==> config.mk <==
export PLATFORM = sky130hd
export DESIGN_NAME = re_mapper_multisym
export DESIGN_NICKNAME = d
export VERILOG_FILES = /design/src/rtl/re_map_pkg.sv /design/src/rtl/re_cfg_check.sv /design/src/rtl/re_mapper_multisym.sv
export SDC_FILE = /design/constraint.sdc
export NUM_CORES = 1
export LEC_CHECK = 0
export CAP_MARGIN = 20
export CELL_PAD_IN_SITES_DETAIL_PLACEMENT = 2
export CELL_PAD_IN_SITES_GLOBAL_PLACEMENT = 2
export CORE_ASPECT_RATIO = 1.1
export CORE_MARGIN = 2
export CORE_UTILIZATION = 31
export CTS_CLUSTER_DIAMETER = 100
export DETAILED_ROUTE_END_ITERATION = 6
export PLACE_DENSITY = 0.83
export SYNTH_ARGS = -nofsm -noshare
export SYNTH_HDL_FRONTEND = slang
export SYNTH_HIERARCHICAL = 1
export SYNTH_SLANG_ARGS = --single-unit
==> constraint.sdc <==
create_clock -name CLK_RE -period 8.3 [get_ports CLK_RE]
set_input_delay 1.245 -clock CLK_RE [delete_from_list [all_inputs] [get_ports CLK_RE]]
set_output_delay 1.245 -clock CLK_RE [all_outputs]
set_load 0.01 [all_outputs]
==> src/rtl/re_map_pkg.sv <==
// re_map_pkg
//   Shared definitions for the PUSCH resource-element mapper:
//   grid limits, RE-per-RB constant, FSM state encoding and the
//   DMRS sign-extension/amplitude-alignment helper.
package re_map_pkg;

  localparam int NSC_TOT   = 1200;  // subcarriers in the grid
  localparam int NSYM      = 14;    // symbols per slot
  localparam int RE_PER_RB = 12;    // subcarriers per resource block
  localparam int SC_W      = 11;    // width of the per-symbol RE counter (12*127 fits)

  typedef enum logic [0:0] {
    ST_IDLE = 1'b0,
    ST_MAP  = 1'b1
  } map_state_e;

  // Sign-extend the low src_w bits of raw to 32 bits, then shift left.
  // The caller truncates the result to its output width.
  function automatic logic [31:0] dmrs_ext(input logic [31:0] raw,
                                           input int          src_w,
                                           input int          shift);
    logic signed [31:0] tmp;
    tmp = $signed(raw << (32'sd32 - src_w));
    tmp = tmp >>> (32'sd32 - src_w);
    return tmp <<< shift;
  endfunction

endpackage

==> src/rtl/re_cfg_check.sv <==
// re_cfg_check
//   Purely combinational validation of a slot configuration.
//   Ports:
//     n_sc      in  ADDR_W  first allocated subcarrier
//     n_rb      in  7       allocated RBs
//     sym_start in  4       first symbol
//     sym_end   in  4       last symbol
//     cfg_err   out 1       configuration is not mappable
//     sc_count  out SC_W    REs per symbol (12*n_rb)
module re_cfg_check
  import re_map_pkg::*;
#(
  parameter int ADDR_W  = 11,
  parameter int NSC_MAX = 1200,
  parameter int NSYM_MAX = 14
) (
  input  logic [ADDR_W-1:0] n_sc,
  input  logic [6:0]        n_rb,
  input  logic [3:0]        sym_start,
  input  logic [3:0]        sym_end,
  output logic              cfg_err,
  output logic [SC_W-1:0]   sc_count
);

  logic [11:0] span_end_s;
  logic        err_rb_s;
  logic        err_order_s;
  logic        err_symend_s;
  logic        err_span_s;

  // 12*n_rb as 8*n_rb + 4*n_rb to keep it a pair of shifted adds
  assign sc_count = SC_W'({n_rb, 3'b000}) + SC_W'({n_rb, 2'b00});

  // 12-bit sum cannot overflow: max 2047 + 1524
  assign span_end_s = 12'(n_sc) + 12'(sc_count);

  assign err_rb_s     = (n_rb == 7'd0);
  assign err_order_s  = (sym_start > sym_end);
  assign err_symend_s = ({1'b0, sym_end} >= 5'(NSYM_MAX));
  assign err_span_s   = (span_end_s > 12'(NSC_MAX));

  assign cfg_err = err_rb_s | err_order_s | err_symend_s | err_span_s;

endmodule

==> src/rtl/re_mapper_multisym.sv <==
// re_mapper_multisym
//   PUSCH resource-element mapper for a slot span Sym_Start..Sym_End.
//   Symbols flagged in Dmrs_Sym_Map carry comb-2 DMRS (other REs zero);
//   all other symbols carry the transform-precoded data stream.
//   One RE per cycle, valid/ready on both inputs, registered outputs.
//   Ports:
//     CLK_RE, RST_RE          clock, synchronous active-high reset
//     Start                   pulse: latch config and begin the slot
//     N_sc, N_rb              first subcarrier, allocated RBs
//     Sym_Start, Sym_End      symbol span of the allocation
//     Dmrs_Sym_Map            bit s=1: symbol s is DMRS
//     Dmrs_Comb               DMRS on REs with k[0]==Dmrs_Comb
//     Dmrs_I/Q, Dmrs_Valid, Dmrs_Ready   DMRS sample stream
//     FFT_I/Q, FFT_Valid, FFT_Ready      data sample stream
//     RE_Real/Imj, RE_Valid_Out          grid write data and strobe
//     Wr_addr, Wr_sym                    grid address (N_sc+k) and symbol
//     Sym_Done, RE_Done                  last RE of symbol / slot
//     Busy, Cfg_Err                      slot in progress / config rejected
module re_mapper_multisym #(
  parameter int DATA_W     = 18,
  parameter int DMRS_W     = 9,
  parameter int DMRS_SHIFT = 0,
  parameter int ADDR_W     = 11,
  parameter int NSC_TOT    = re_map_pkg::NSC_TOT,
  parameter int NSYM       = re_map_pkg::NSYM
) (
  input  logic              CLK_RE,
  input  logic              RST_RE,
  input  logic              Start,
  input  logic [ADDR_W-1:0] N_sc,
  input  logic [6:0]        N_rb,
  input  logic [3:0]        Sym_Start,
  input  logic [3:0]        Sym_End,
  input  logic [NSYM-1:0]   Dmrs_Sym_Map,
  input  logic              Dmrs_Comb,
  input  logic [DMRS_W-1:0] Dmrs_I,
  input  logic [DMRS_W-1:0] Dmrs_Q,
  input  logic              Dmrs_Valid,
  output logic              Dmrs_Ready,
  input  logic [DATA_W-1:0] FFT_I,
  input  logic [DATA_W-1:0] FFT_Q,
  input  logic              FFT_Valid,
  output logic              FFT_Ready,
  output logic [DATA_W-1:0] RE_Real,
  output logic [DATA_W-1:0] RE_Imj,
  output logic              RE_Valid_Out,
  output logic [ADDR_W-1:0] Wr_addr,
  output logic [3:0]        Wr_sym,
  output logic              Sym_Done,
  output logic              RE_Done,
  output logic              Busy,
  output logic              Cfg_Err
);

  import re_map_pkg::*;

  // latched slot configuration
  map_state_e        state_r;
  logic [SC_W-1:0]   k_r;
  logic [3:0]        sym_r;
  logic [ADDR_W-1:0] n_sc_r;
  logic [SC_W-1:0]   sc_cnt_r;
  logic [3:0]        sym_end_r;
  logic [15:0]       map_r;
  logic              comb_r;

  // config checker outputs
  logic              cfg_err_s;
  logic [SC_W-1:0]   sc_count_s;

  // per-cycle mapping decisions
  logic              is_dmrs_sym_s;
  logic              dmrs_pos_s;
  logic              dmrs_rdy_s;
  logic              fft_rdy_s;
  logic              advance_s;
  logic              last_k_s;
  logic              last_sym_s;
  logic [DATA_W-1:0] dmrs_i_ext_s;
  logic [DATA_W-1:0] dmrs_q_ext_s;
  logic [DATA_W-1:0] re_i_s;
  logic [DATA_W-1:0] re_q_s;

  re_cfg_check #(
    .ADDR_W   (ADDR_W),
    .NSC_MAX  (NSC_TOT),
    .NSYM_MAX (NSYM)
  ) u_cfg_check (
    .n_sc      (N_sc),
    .n_rb      (N_rb),
    .sym_start (Sym_Start),
    .sym_end   (Sym_End),
    .cfg_err   (cfg_err_s),
    .sc_count  (sc_count_s)
  );

  assign dmrs_i_ext_s = DATA_W'(dmrs_ext(32'(Dmrs_I), DMRS_W, DMRS_SHIFT));
  assign dmrs_q_ext_s = DATA_W'(dmrs_ext(32'(Dmrs_Q), DMRS_W, DMRS_SHIFT));

  // map is held 16 wide so any 4-bit symbol index is in range
  assign is_dmrs_sym_s = map_r[sym_r];
  assign dmrs_pos_s    = (k_r[0] == comb_r);
  assign last_k_s      = (k_r == (sc_cnt_r - SC_W'(1)));
  assign last_sym_s    = (sym_r == sym_end_r);

  // readies are combinational so a sample is taken in the same cycle it is offered
  assign Dmrs_Ready = dmrs_rdy_s;
  assign FFT_Ready  = fft_rdy_s;

  // Decide which stream feeds the current RE and whether position k advances
  always_comb begin
    dmrs_rdy_s = 1'b0;
    fft_rdy_s  = 1'b0;
    advance_s  = 1'b0;
    re_i_s     = {DATA_W{1'b0}};
    re_q_s     = {DATA_W{1'b0}};
    if (state_r == ST_MAP) begin
      if (is_dmrs_sym_s) begin
        if (dmrs_pos_s) begin
          dmrs_rdy_s = 1'b1;
          advance_s  = Dmrs_Valid;
          re_i_s     = dmrs_i_ext_s;
          re_q_s     = dmrs_q_ext_s;
        end else begin
          // empty comb position: write 0+j0 without touching either stream
          advance_s  = 1'b1;
        end
      end else begin
        fft_rdy_s = 1'b1;
        advance_s = FFT_Valid;
        re_i_s    = FFT_I;
        re_q_s    = FFT_Q;
      end
    end else begin
      advance_s = 1'b0;
    end
  end

  // FSM, k/sym counters and output register stage
  always_ff @(posedge CLK_RE) begin
    if (RST_RE) begin
      state_r      <= ST_IDLE;
      k_r          <= {SC_W{1'b0}};
      sym_r        <= 4'd0;
      n_sc_r       <= {ADDR_W{1'b0}};
      sc_cnt_r     <= {SC_W{1'b0}};
      sym_end_r    <= 4'd0;
      map_r        <= 16'd0;
      comb_r       <= 1'b0;
      RE_Real      <= {DATA_W{1'b0}};
      RE_Imj       <= {DATA_W{1'b0}};
      RE_Valid_Out <= 1'b0;
      Wr_addr      <= {ADDR_W{1'b0}};
      Wr_sym       <= 4'd0;
      Sym_Done     <= 1'b0;
      RE_Done      <= 1'b0;
      Busy         <= 1'b0;
      Cfg_Err      <= 1'b0;
    end else begin
      RE_Valid_Out <= advance_s;
      Sym_Done     <= advance_s & last_k_s;
      RE_Done      <= advance_s & last_k_s & last_sym_s;
      if (advance_s) begin
        RE_Real <= re_i_s;
        RE_Imj  <= re_q_s;
        Wr_addr <= n_sc_r + ADDR_W'(k_r);
        Wr_sym  <= sym_r;
      end

      case (state_r)
        ST_IDLE: begin
          if (Start) begin
            n_sc_r    <= N_sc;
            sc_cnt_r  <= sc_count_s;
            sym_end_r <= Sym_End;
            map_r     <= 16'(Dmrs_Sym_Map);
            comb_r    <= Dmrs_Comb;
            Cfg_Err   <= cfg_err_s;
            if (!cfg_err_s) begin
              state_r <= ST_MAP;
              Busy    <= 1'b1;
              sym_r   <= Sym_Start;
              k_r     <= {SC_W{1'b0}};
            end
          end
        end
        ST_MAP: begin
          // Start is ignored here, so the latched config holds for the slot
          if (advance_s) begin
            if (last_k_s) begin
              k_r <= {SC_W{1'b0}};
              if (last_sym_s) begin
                state_r <= ST_IDLE;
                Busy    <= 1'b0;
              end else begin
                // next symbol starts in the very next cycle, no bubble
                sym_r <= sym_r + 4'd1;
              end
            end else begin
              k_r <= k_r + SC_W'(1);
            end
          end
        end
        default: begin
          state_r <= ST_IDLE;
          Busy    <= 1'b0;
        end
      endcase
    end
  end

endmodule

==> flow_summary.json <==
{
  "synth_area_leader_cell": "dfxtp_1",
  "die_h_um": 154,
  "path_class": "in -> reg",
  "hold_buffers": 0,
  "cts.sinks": 113,
  "pwr_density_cell_mw_per_mm2": 217,
  "fin_setup_tns_ns": 0,
  "dp_slack_ns": 1.56,
  "yosys_most_used_dff": "dfxtp_1",
  "slew_violations": 0,
  "syn_avg_cell_area_um2": 8.16,
  "initial_core_util_pct": 31.8,
  "cts_resized": 0,
  "routabilityCongestion": 0.854,
  "slowest_stage": "o21bai_1",
  "fin_nets": 1052,
  "drc": 0,
  "ios": 158,
  "vias": 6170,
  "postCtsSetupBuffers": 0,
  "synth_edf_count": 0,
  "synth.top_cell.area_share_pct": 35.7,
  "ys_seq_area_share_pct": 35.7,
  "clock_latency_ns": 0.42,
  "p_leak_nw": 3.35,
  "stdcell_area_mm2": 0.00869,
  "cts_tree": "done",
  "finalNonFillerCells": 1176,
  "worst_pin_slew_ns": 1.02,
  "syn_inst": 777,
  "place_inst": 1144,
  "fin_ws_ns": 1.94,
  "critPathRequiredTime_ns": 8.55,
  "max_stage_delay_ns": 0.79,
  "firstDrtPassIters": 4,
  "cts_buffers": 17,
  "p_total_mw": 1.89,
  "dieArea_mm2": 0.0216,
  "utilization_pct": 43.6,
  "maxCapViolCount": 0,
  "end_kind": "flip-flop",
  "start_kind": "input port",
  "cts_buffer_depth": 2,
  "outcome": "finished clean",
  "die_x_um": 140,
  "relSlewSlack_pct": 31.5,
  "via_per_inst": 5.25,
  "rsz0062_at_grt": "false",
  "critPathBufInv": 1,
  "wire_per_inst_um": 19.0,
  "clock_skew_ns": 0.0118,
  "drt_iter0_markers": 202,
  "ant_nets": 0,
  "portBuffers": 157,
  "hold_path.class": "reg -> reg",
  "grt_antenna_before_repair": 0,
  "synth_seq_cells": 113,
  "grt_max_degree": 72,
  "finalHoldViolCount": 0,
  "cts-htree-levels": 4,
  "grt_first_pass_wirelength_mm": 35.9,
  "ys_warn_count": 6,
  "rows": 54,
  "syn-cell-area_mm2": 0.00634,
  "grt_pass1_vias": 6583,
  "cp_cell_sequence": "clkdlybuf4s50_1 > ha_1 > fa_1 > a21o_1 > a21oi_1 > xnor2_1 > ha_1 > and3_4 > a2111oi_4 > xnor2_1 > a2111oi_0 > o31ai_1 > nor2_1 > nor2_4 > o21bai_1 > nor2_1",
  "max-vdd-ir-drop_v": 0.000121,
  "finalCritPeriodShare_pct": 76.6,
  "totalWireLength_mm": 22.4,
  "drive_gt1_share_pct": 7.36,
  "setup_viol": 0,
  "syn_to_final_growth_pct": 37.1,
  "fmax_ghz": 0.157,
  "yosys.cell_types.count": 72,
  "grt_usage_pct": 20.9,
  "worstPathMaxFanout": 11,
  "path_delay_family": "compound AO/OA/AOI/OAI gates",
  "fin_crit_ns": 6.36,
  "placed_area_mm2": 0.00805,
  "async_reset_ff_share_pct": 0,
  "num_antenna_cells": 0,
  "yosys-top-cells-area": "dfxtp_1, nand2_1, ha_1",
  "clk_pin_slew_worst_paths_ns": 0.05,
  "root_buffer": "clkbuf_16",
  "gr-total-overflow": 0,
  "cp.arrival_ns": 6.61,
  "dp_hpwl_mm": 16.0,
  "holdWs_ns": 0.457,
  "core_area_mm2": 0.0199
}
where the power goes:
| group | leakage [nW] | internal [mW] | total [mW] | switching [mW] |
|---|---|---|---|---|
| Combinational | 2.13 | 0.208 | 0.457 | 0.249 |
| Sequential | 0.920 | 0.584 | 0.629 | 0.0445 |
| Clock | 0.304 | 0.533 | 0.803 | 0.270 |
| Total | 3.35 | 1.33 | 1.89 | 0.564 |
synth_stat cells (3+ instances only):
cell and count:
nand2_1 145, dfxtp_1 113, a21oi_1 74, nor2_1 63
ha_1 38, a211oi_1 37, clkbuf_1 34, inv_1 28
xnor2_1 25, nor3_1 24, and3_1 21, xor2_1 15
o21ai_0 13, a21o_1 8, buf_2 8, nand2b_1 8
a31oi_1 7, nand3_1 7, nor2b_1 7, mux2i_1 6
or3_1 6, nand3b_1 5, o2111ai_1 5, buf_4 4
o211ai_1 4, o21bai_1 4, a21oi_2 3, and2_1 3
buf_6 3, fa_1 3, mux2_2 3, mux4_2 3
nor4_1 3
per-layer routing:
metal | GRT usage, % | vias to the layer above | share of wire, % | routed length, µm
met4 | 5.44 | 0 | 1.4 | 312
li1 | - | 2972 | - | -
met2 | 37.6 | 150 | 50 | 11100
met3 | 3.64 | 25 | 3.7 | 823
met1 | 25.8 | 3023 | 45 | 10100
met5 | 0 | - | 0 | 0
cell type report:
cell class	instances	area, µm²
Multi-Input combinational cell	587	3740
Tap cell	252	315
Fill cell	2228	11200
Clock inverter	13	209
Inverter	28	105
Clock buffer	19	433
Timing Repair Buffer	164	1620
Sequential cell	113	2260
worst paths after layout:
kind / start / end / slack, ns / cells after the start
setup / recovery: N_rb[1] / k_r[9]$_SDFFE_PP0P_ / 1.94 / 16
hold / removal: Wr_addr[3]$_SDFFE_PP0P_ / Wr_addr[3]$_SDFFE_PP0P_ / 0.46 / 2
setup reg to reg: sc_cnt_r[0]$_SDFFE_PP0P_ / k_r[9]$_SDFFE_PP0P_ / 4.73 / 10
hold reg to reg: Wr_addr[3]$_SDFFE_PP0P_ / Wr_addr[3]$_SDFFE_PP0P_ / 0.46 / 2
cells by family (layout without fill, tap and decap cells):
logic type      after synthesis  count (layout)  synth area share (%)
xor+xnor                     40              40                  5.53
compound gates              181             181                  19.3
other cells                   1               2                0.0592
flops                       113             113                  35.7
mux                          13              13                  2.78
buf+inv                      78             224                  5.37
simple gates                310             310                  22.9
fa+ha+maj                    41              41                  8.45
cells in the final DEF (no fill, tap or decap), drive strengths merged, types with 5 or more instances in the layout:
cell and count:
nand3 7, inv 30, nand2b 8, xnor2 25, mux2i 6, a21o 8
or3 6, nor2 64, a21oi 77, dfxtp 113, nor3 25, bufinv 5
o211ai 5, nand3b 5, nor2b 7, buf 8, clkdlybuf4s50 156, a31oi 7
ha 38, and3 23, nand2 146, clkbuf 19, a211oi 39, xor2 15
o2111ai 6, o21ai 14
state kept, by name, summed over array words and instances, names as in the netlist:
register,cells
Wr_addr,11
sym_r,4
map_r,14
Cfg_Err,1
state_r,1
sc_cnt_r,11
RE_Imj,18
Busy,1
RE_Real,18
comb_r,1
sym_end_r,4
Sym_Done,1
RE_Valid_Out,1
RE_Done,1
Wr_sym,4
n_sc_r,11
k_r,11
tightest hold or removal path, cell delays in order (launching register included):
cell	delay [ns]
dfxtp_1	0.30
nand2_1	0.05
a21oi_1	0.05
No activity file was read; power rests on OpenSTA's default activity.
